### config.mk
export PLATFORM = sky130hd
export DESIGN_NAME = hi_lo_muldiv_flat
export DESIGN_NICKNAME = d
export VERILOG_FILES = /design/src/rtl/hi_lo_muldiv_if.sv /design/src/rtl/hi_lo_muldiv.sv /design/src/flat_wrapper.sv
export SDC_FILE = /design/constraint.sdc
export NUM_CORES = 1
export LEC_CHECK = 0
export BUFFER_PORTS_ARGS = -buffer_cell sky130_fd_sc_hd__buf_2
export CELL_PAD_IN_SITES_DETAIL_PLACEMENT = 1
export CELL_PAD_IN_SITES_GLOBAL_PLACEMENT = 2
export CORE_UTILIZATION = 34
export CTS_CLUSTER_DIAMETER = 50
export CTS_CLUSTER_SIZE = 14
export DETAILED_ROUTE_END_ITERATION = 12
export HOLD_SLACK_MARGIN = 0.03
export PLACE_DENSITY = 0.88
export SLEW_MARGIN = 20
export SYNTH_ARGS = -nofsm -noshare
export SYNTH_HDL_FRONTEND = slang
export SYNTH_SLANG_ARGS = --single-unit
### constraint.sdc
create_clock -name HI_LO_clk -period 4.4 [get_ports HI_LO_clk]
set_clock_uncertainty 0.2 [all_clocks]
set_input_delay 0.66 -clock HI_LO_clk [delete_from_list [all_inputs] [get_ports HI_LO_clk]]
set_output_delay 0.66 -clock HI_LO_clk [all_outputs]
set_load 0.02 [all_outputs]
### src/rtl/hi_lo_muldiv_if.sv
// Bus bundle for the HI/LO register pair and its multiply/divide engine.
// The execute stage drives through the master modport; the HI/LO block
// receives through the slave modport. WIDTH must match the attached block.
interface hi_lo_muldiv_if #(
  parameter int WIDTH = 32
);
  logic             HI_LO_ena;
  logic             op_start;
  logic [1:0]       op_sel;
  logic [WIDTH-1:0] op_a;
  logic [WIDTH-1:0] op_b;
  logic [WIDTH-1:0] HI_in;
  logic [WIDTH-1:0] LO_in;
  logic             HI_w;
  logic             LO_w;
  logic [WIDTH-1:0] HI_out;
  logic [WIDTH-1:0] LO_out;
  logic             busy;
  logic             done;
  logic             div_zero;

  modport master (
    output HI_LO_ena, op_start, op_sel, op_a, op_b, HI_in, LO_in, HI_w, LO_w,
    input  HI_out, LO_out, busy, done, div_zero
  );

  modport slave (
    input  HI_LO_ena, op_start, op_sel, op_a, op_b, HI_in, LO_in, HI_w, LO_w,
    output HI_out, LO_out, busy, done, div_zero
  );
endinterface

### src/rtl/hi_lo_muldiv.sv
// HI/LO register pair with an iterative radix-2 multiply/divide engine.
// Signed operations run on magnitudes; the sign fix is applied in a single
// SIGN cycle that also commits HI and LO together.
module hi_lo_muldiv #(
  parameter int               WIDTH     = 32,
  parameter logic [WIDTH-1:0] RESET_VAL = {WIDTH{1'b0}}
) (
  input  logic          HI_LO_clk,
  input  logic          HI_LO_rst,
  hi_lo_muldiv_if.slave bus
);
  localparam int               CNT_W    = $clog2(WIDTH);
  localparam logic [CNT_W-1:0] CNT_LAST = CNT_W'(WIDTH - 1);

  typedef enum logic [1:0] {
    ST_IDLE = 2'b00,
    ST_CALC = 2'b01,
    ST_SIGN = 2'b10
  } state_t;

  state_t             state_r, state_nxt_s;
  logic [CNT_W-1:0]   cnt_r;
  logic [1:0]         op_r;
  logic               sign_a_r, sign_b_r, dz_r;
  logic [WIDTH-1:0]   a_raw_r;
  logic [WIDTH-1:0]   opnd_r;      // multiplicand (mul) or divisor magnitude (div)
  logic [2*WIDTH-1:0] acc_r;       // {partial product, multiplier} or {remainder, quotient}
  logic [WIDTH-1:0]   hi_r, lo_r;
  logic               busy_r, done_r, div_zero_r;

  logic               start_s, step_s, commit_s;
  logic [WIDTH-1:0]   a_mag_s, b_mag_s;
  logic [WIDTH:0]     mul_sum_s, div_shift_s, div_trial_s;
  logic [2*WIDTH-1:0] acc_step_s;
  logic [WIDTH-1:0]   res_hi_s, res_lo_s;

  // Operand magnitudes for the signed variants (op_sel[0] marks signed).
  always_comb begin
    a_mag_s = bus.op_a;
    b_mag_s = bus.op_b;
    if (bus.op_sel[0] && bus.op_a[WIDTH-1]) begin
      a_mag_s = {WIDTH{1'b0}} - bus.op_a;
    end else begin
      a_mag_s = bus.op_a;
    end
    if (bus.op_sel[0] && bus.op_b[WIDTH-1]) begin
      b_mag_s = {WIDTH{1'b0}} - bus.op_b;
    end else begin
      b_mag_s = bus.op_b;
    end
  end

  // FSM state register.
  always_ff @(posedge HI_LO_clk) begin
    if (HI_LO_rst) begin
      state_r <= ST_IDLE;
    end else begin
      state_r <= state_nxt_s;
    end
  end

  // Next-state and control strobes; disabled cycles hold everything.
  always_comb begin
    state_nxt_s = state_r;
    start_s     = 1'b0;
    step_s      = 1'b0;
    commit_s    = 1'b0;
    if (bus.HI_LO_ena) begin
      case (state_r)
        ST_IDLE: begin
          if (bus.op_start) begin
            state_nxt_s = ST_CALC;
            start_s     = 1'b1;
          end else begin
            state_nxt_s = ST_IDLE;
          end
        end
        ST_CALC: begin
          step_s = 1'b1;
          if (cnt_r == CNT_LAST) begin
            state_nxt_s = ST_SIGN;
          end else begin
            state_nxt_s = ST_CALC;
          end
        end
        ST_SIGN: begin
          commit_s    = 1'b1;
          state_nxt_s = ST_IDLE;
        end
        default: state_nxt_s = ST_IDLE;
      endcase
    end else begin
      state_nxt_s = state_r;
    end
  end

  // One radix-2 step: shift-add multiply or restoring divide.
  always_comb begin
    mul_sum_s   = {1'b0, acc_r[2*WIDTH-1:WIDTH]} +
                  (acc_r[0] ? {1'b0, opnd_r} : {(WIDTH+1){1'b0}});
    div_shift_s = acc_r[2*WIDTH-1:WIDTH-1];
    div_trial_s = div_shift_s - {1'b0, opnd_r};
    if (!op_r[1]) begin
      acc_step_s = {mul_sum_s, acc_r[WIDTH-1:1]};
    end else if (!div_trial_s[WIDTH]) begin
      acc_step_s = {div_trial_s[WIDTH-1:0], acc_r[WIDTH-2:0], 1'b1};
    end else begin
      acc_step_s = {div_shift_s[WIDTH-1:0], acc_r[WIDTH-2:0], 1'b0};
    end
  end

  // Sign fix and divide-by-zero substitution for the committed result.
  always_comb begin
    res_hi_s = hi_r;
    res_lo_s = lo_r;
    case (op_r)
      2'b00: {res_hi_s, res_lo_s} = acc_r;
      2'b01: begin
        if (sign_a_r ^ sign_b_r) begin
          {res_hi_s, res_lo_s} = {(2*WIDTH){1'b0}} - acc_r;
        end else begin
          {res_hi_s, res_lo_s} = acc_r;
        end
      end
      2'b10, 2'b11: begin
        if (dz_r) begin
          res_hi_s = a_raw_r;
          res_lo_s = {WIDTH{1'b1}};
        end else begin
          // Quotient truncates toward zero; remainder follows the dividend.
          if (sign_a_r ^ sign_b_r) begin
            res_lo_s = {WIDTH{1'b0}} - acc_r[WIDTH-1:0];
          end else begin
            res_lo_s = acc_r[WIDTH-1:0];
          end
          if (sign_a_r) begin
            res_hi_s = {WIDTH{1'b0}} - acc_r[2*WIDTH-1:WIDTH];
          end else begin
            res_hi_s = acc_r[2*WIDTH-1:WIDTH];
          end
        end
      end
      default: begin
        res_hi_s = hi_r;
        res_lo_s = lo_r;
      end
    endcase
  end

  // Engine datapath: operand capture at start, then one step per CALC cycle.
  always_ff @(posedge HI_LO_clk) begin
    if (HI_LO_rst) begin
      cnt_r    <= {CNT_W{1'b0}};
      op_r     <= 2'b00;
      sign_a_r <= 1'b0;
      sign_b_r <= 1'b0;
      dz_r     <= 1'b0;
      a_raw_r  <= {WIDTH{1'b0}};
      opnd_r   <= {WIDTH{1'b0}};
      acc_r    <= {(2*WIDTH){1'b0}};
    end else if (start_s) begin
      cnt_r    <= {CNT_W{1'b0}};
      op_r     <= bus.op_sel;
      sign_a_r <= bus.op_sel[0] & bus.op_a[WIDTH-1];
      sign_b_r <= bus.op_sel[0] & bus.op_b[WIDTH-1];
      dz_r     <= bus.op_sel[1] & (bus.op_b == {WIDTH{1'b0}});
      a_raw_r  <= bus.op_a;
      opnd_r   <= bus.op_sel[1] ? b_mag_s : a_mag_s;
      acc_r    <= {{WIDTH{1'b0}}, (bus.op_sel[1] ? a_mag_s : b_mag_s)};
    end else if (step_s) begin
      cnt_r <= cnt_r + {{(CNT_W-1){1'b0}}, 1'b1};
      acc_r <= acc_step_s;
    end
  end

  // HI/LO registers: engine commit beats a same-cycle direct write.
  always_ff @(posedge HI_LO_clk) begin
    if (HI_LO_rst) begin
      hi_r <= RESET_VAL;
      lo_r <= RESET_VAL;
    end else if (bus.HI_LO_ena) begin
      if (commit_s) begin
        hi_r <= res_hi_s;
        lo_r <= res_lo_s;
      end else begin
        if (bus.HI_w) hi_r <= bus.HI_in;
        if (bus.LO_w) lo_r <= bus.LO_in;
      end
    end
  end

  // Status flags; done/div_zero pulse for the cycle after commit.
  always_ff @(posedge HI_LO_clk) begin
    if (HI_LO_rst) begin
      busy_r     <= 1'b0;
      done_r     <= 1'b0;
      div_zero_r <= 1'b0;
    end else begin
      busy_r     <= (state_nxt_s != ST_IDLE);
      done_r     <= commit_s;
      div_zero_r <= commit_s & dz_r;
    end
  end

  assign bus.HI_out   = hi_r;
  assign bus.LO_out   = lo_r;
  assign bus.busy     = busy_r;
  assign bus.done     = done_r & bus.HI_LO_ena;
  assign bus.div_zero = div_zero_r & bus.HI_LO_ena;
endmodule

### src/flat_wrapper.sv
// flat-port wrapper written by rule: the top's interface ports become plain ports
module hi_lo_muldiv_flat 
#(
  parameter int               WIDTH     = 32,
  parameter logic [WIDTH-1:0] RESET_VAL = {WIDTH{1'b0}}
)
  (HI_LO_clk, HI_LO_rst, bus_HI_LO_ena, bus_op_start, bus_op_sel, bus_op_a, bus_op_b, bus_HI_in, bus_LO_in, bus_HI_w, bus_LO_w, bus_HI_out, bus_LO_out, bus_busy, bus_done, bus_div_zero);
  hi_lo_muldiv_if #(.WIDTH(WIDTH)) bus_i ();
  input  logic HI_LO_clk;
  input  logic HI_LO_rst;
  input wire logic [$bits(bus_i.HI_LO_ena)-1:0] bus_HI_LO_ena;
  input wire logic [$bits(bus_i.op_start)-1:0] bus_op_start;
  input wire logic [$bits(bus_i.op_sel)-1:0] bus_op_sel;
  input wire logic [$bits(bus_i.op_a)-1:0] bus_op_a;
  input wire logic [$bits(bus_i.op_b)-1:0] bus_op_b;
  input wire logic [$bits(bus_i.HI_in)-1:0] bus_HI_in;
  input wire logic [$bits(bus_i.LO_in)-1:0] bus_LO_in;
  input wire logic [$bits(bus_i.HI_w)-1:0] bus_HI_w;
  input wire logic [$bits(bus_i.LO_w)-1:0] bus_LO_w;
  output wire logic [$bits(bus_i.HI_out)-1:0] bus_HI_out;
  output wire logic [$bits(bus_i.LO_out)-1:0] bus_LO_out;
  output wire logic [$bits(bus_i.busy)-1:0] bus_busy;
  output wire logic [$bits(bus_i.done)-1:0] bus_done;
  output wire logic [$bits(bus_i.div_zero)-1:0] bus_div_zero;
  assign bus_i.HI_LO_ena = bus_HI_LO_ena;
  assign bus_i.op_start = bus_op_start;
  assign bus_i.op_sel = bus_op_sel;
  assign bus_i.op_a = bus_op_a;
  assign bus_i.op_b = bus_op_b;
  assign bus_i.HI_in = bus_HI_in;
  assign bus_i.LO_in = bus_LO_in;
  assign bus_i.HI_w = bus_HI_w;
  assign bus_i.LO_w = bus_LO_w;
  assign bus_HI_out = bus_i.HI_out;
  assign bus_LO_out = bus_i.LO_out;
  assign bus_busy = bus_i.busy;
  assign bus_done = bus_i.done;
  assign bus_div_zero = bus_i.div_zero;
  hi_lo_muldiv #(.WIDTH(WIDTH), .RESET_VAL(RESET_VAL)) u_core (.HI_LO_clk(HI_LO_clk), .HI_LO_rst(HI_LO_rst), .bus(bus_i));
endmodule
==> impl_metrics.yaml <==
layout:
  nets: 2663
  num_antenna_cells: 0
  final_cell_mix: "285 x a21oi_1, 278 x nand2_1, 276 x nor2_1"
  multiInputGateArea_sq_um: 11500
  nFillCells: 5981
  final_common_cell: "a21oi_1"
  synthToLayoutAreaGrowth_pct: 17.4
  drive_above_1_share_pct: 14.7
  final-seq-area_sq_um: 4150
  utilization_pct: 40.4
die:
  die_w_um: 222
  core_sq_um: 47700
  die_h_um: 222
  row_count: 80
  die-area_sq_um: 49200
  pin_count: 203
  floorplan.initialDensity_pct: 34.4
job:
  maxCapViolations: 0
setup_path:
  critPathKind: "reg -> reg"
  regToRegSetupSlack_ps: 280
  critPathLaunchType: "flip-flop"
  endpoint_kind: "flip-flop"
  crit_fanout: 11
  critical_path_required_ps: 4710
  r2r_start: "u_core.acc_r[0]$_SDFFE_PP0P_"
  cp_data_arrival_time_ps: 4430
  worst_r2r_path_depth: 14
  worstReg2RegEnd: "u_core.acc_r[61]$_SDFFE_PP0P_"
power_and_ir_drop:
  vdd_drop_max_uv: 256
  power.density_nw_per_um2: 330
  leakagePower_nw: 7.71
  finalPower_mw: 6.37
timing:
  setup_viol: 0
  drv_slew: 0
  grt_setup_unrepaired: "false"
  relSlewSlack_pct: 29.3
  hold_viol: 0
  layout_min_cycle_time_ps: 4120
  clock.fmax_mhz: 243
  setup-tns-final_ps: 0
  finalCritPeriodShare_pct: 93.7
  tightest_slew_ps: 1060
  timing.hold.ws_ps: 92.4
  fin_ws_ps: 279
placement:
  globalplace.congestion: 0.966
  dp_slack_ps: 311
  hpwl_mm: 55.8
  port_buffers: 202
clocking:
  numCtsBuffers: 31
  cts_tree: "done"
  clockBufferDepth: 3
  insertion_delay_ps: 610
  clk_pin_slew_ps: 60
  cts-root-buf: "clkbuf_16"
  htreeDepth: 1
  clock-sinks: 207
drt:
  drt-initial-drc-count: 1501
  vias: 18400
  drc: 0
  drt-vias-per-instance: 5.96
  antenna_left: 0
  drtPass1Iterations: 5
  routed_wl_mm: 72.1
  wl_per_cell_um: 23.3
min_path:
  min_from: "bus_HI_in[16]"
  hold_path.class: "in -> reg"
  worstHoldPathCells: 3
  worstHoldEndpoint: "u_core.bus.HI_out[16]$_SDFFE_PP0P_"
global_route:
  grt_overflow: 0
  grt_use_total_pct: 28.4
  grt_max_degree: 102
  antenna_found_initial: 2
  grt_pass1_wl_mm: 109
  grt_pass1_vias: 18300
yosys:
  yosys_warnings: 0
  async_flop_share_pct: 0
  synth_nets: 2517
  syn_avg_cell_area_sq_um: 7.12
  ys_seq_area_share_pct: 25.2
  ys_ff_latch: 207
  netlist_instances: 2309
  ys_types: 77
  ys.flop_type: "dfxtp_1"
  synth_area_sq_um: 16400
  synth_edf_count: 0
run_status:
  outcome: "finished clean"
[cell usage after synthesis, types with 11 or more instances]
library cell  count  share of area [%]
ha_1             70                5.3
o211ai_1         49                2.2
nand2b_1         21               0.80
o221ai_1         49                2.6
nand2_1         278                6.3
o31ai_1          24                1.1
nor2b_1          18               0.68
a221oi_1         11               0.59
inv_1            62                1.4
a211oi_1         49                2.2
or4_1            20               0.91
nor4_1           25               0.95
a21o_1           21               0.96
o22ai_1          18               0.68
a21oi_1         285                8.7
nor2_1          276                6.3
xor2_1           74                3.9
o21ai_0         136                4.1
and3_1           12               0.46
mux2i_1          55                3.3
nand3_1          21               0.64
or3_1            15               0.57
buf_1            16               0.37
dfxtp_1         207                 25
nor3_1           71                2.2
a31oi_1          30                1.1
and2_1           18               0.68
xnor2_1         105                5.6
clkbuf_1        147                3.4
[report_power, final]
part	switching, mW	internal [mW]
clock network	1.09	1.47
registers	0.124	1.97
logic	1.09	0.624
total	2.31	4.07
[state kept, by name (all words and copies together) (netlist names)]
register,flops
u_core.a_raw_r,32
u_core.acc_r,64
u_core.bus.HI_out,32
u_core.bus.LO_out,32
u_core.bus.busy,1
u_core.cnt_r,5
u_core.div_zero_r,1
u_core.done_r,1
u_core.dz_r,1
u_core.op_r,2
u_core.opnd_r,32
u_core.sign_a_r,1
u_core.sign_b_r,1
u_core.state_r,2
[critical path, stage by stage (launching register included)]
cell and delay, ps:
dfxtp_1 390, inv_1 190, buf_4 230, nor2_1 60, ha_1 360, a21oi_1 110, o211a_1 270, nor4_1 480
or4b_1 230, a31oi_2 130, a21o_1 270, o31ai_1 470, a21boi_0 200, xor2_1 180, a221oi_1 260
[layer usage]
| layer | up-vias | wire length (um) | global-route usage [%] | part of all wire, % |
|---|---|---|---|---|
| met3 | 118 | 4120 | 3.05 | 5.7 |
| met2 | 590 | 32600 | 45.7 | 45 |
| met5 | - | 26 | 0 | 0.036 |
| met1 | 9104 | 33000 | 39.3 | 46 |
| met4 | 4 | 2400 | 9.48 | 3.3 |
| li1 | 8631 | - | - | - |
[worst max path at each step]
stage,slack (ps),cells past startpoint,endpoint,from
detailed placement,310,14,u_core.acc_r[57]$_SDFFE_PP0P_,u_core.acc_r[0]$_SDFFE_PP0P_
floorplan,660,14,u_core.acc_r[61]$_SDFFE_PP0P_,u_core.acc_r[32]$_SDFFE_PP0P_
CTS,280,14,u_core.acc_r[57]$_SDFFE_PP0P_,u_core.acc_r[0]$_SDFFE_PP0P_
finish,280,14,u_core.acc_r[61]$_SDFFE_PP0P_,u_core.acc_r[0]$_SDFFE_PP0P_
global route,7,14,u_core.acc_r[57]$_SDFFE_PP0P_,u_core.acc_r[0]$_SDFFE_PP0P_
global placement,370,12,u_core.bus.HI_out[16]$_SDFFE_PP0P_,u_core.acc_r[33]$_SDFFE_PP0P_
[per-stage QoR]
stage	instance area (sq um)	instances
finish	19300	3094
global placement	18200	3037
detailed placement	18200	3037
CTS	19300	3094
floorplan	16400	2309
global route	19300	3094
[what timing repair did]
action,CTS,global route
hold buffers,0,0
gates resized for setup,0,1
buffers inserted,0,0
endpoints found under the hold margin,0,0
endpoints found under the setup margin,0,2
[logic make-up (layout without fill, tap and decap cells)]
kind of cell             after synthesis  count (layout)  share of synthesized area (%)
adder cells (fa/ha/maj)               72              72                           5.57
flip-flops                           207             207                           25.2
AO/OA/AOI/OAI                        757             757                           28.7
XOR/XNOR                             179             179                           9.54
multiplexers                          61              61                           3.76
buffers and inverters                230             400                           5.33
AND/OR/NAND/NOR                      803             803                           21.9
[cell type report]
class                      count  share of cell area, %
clock inverter                23                   1.32
tap                          615                   3.99
multi-input combinational   1872                   59.3
inverter                      62                   1.21
clock buffer                  34                   4.13
timing repair buffer         281                   8.52
sequential                   207                   21.5
Note: power is estimated with default switching activity, not from simulation.
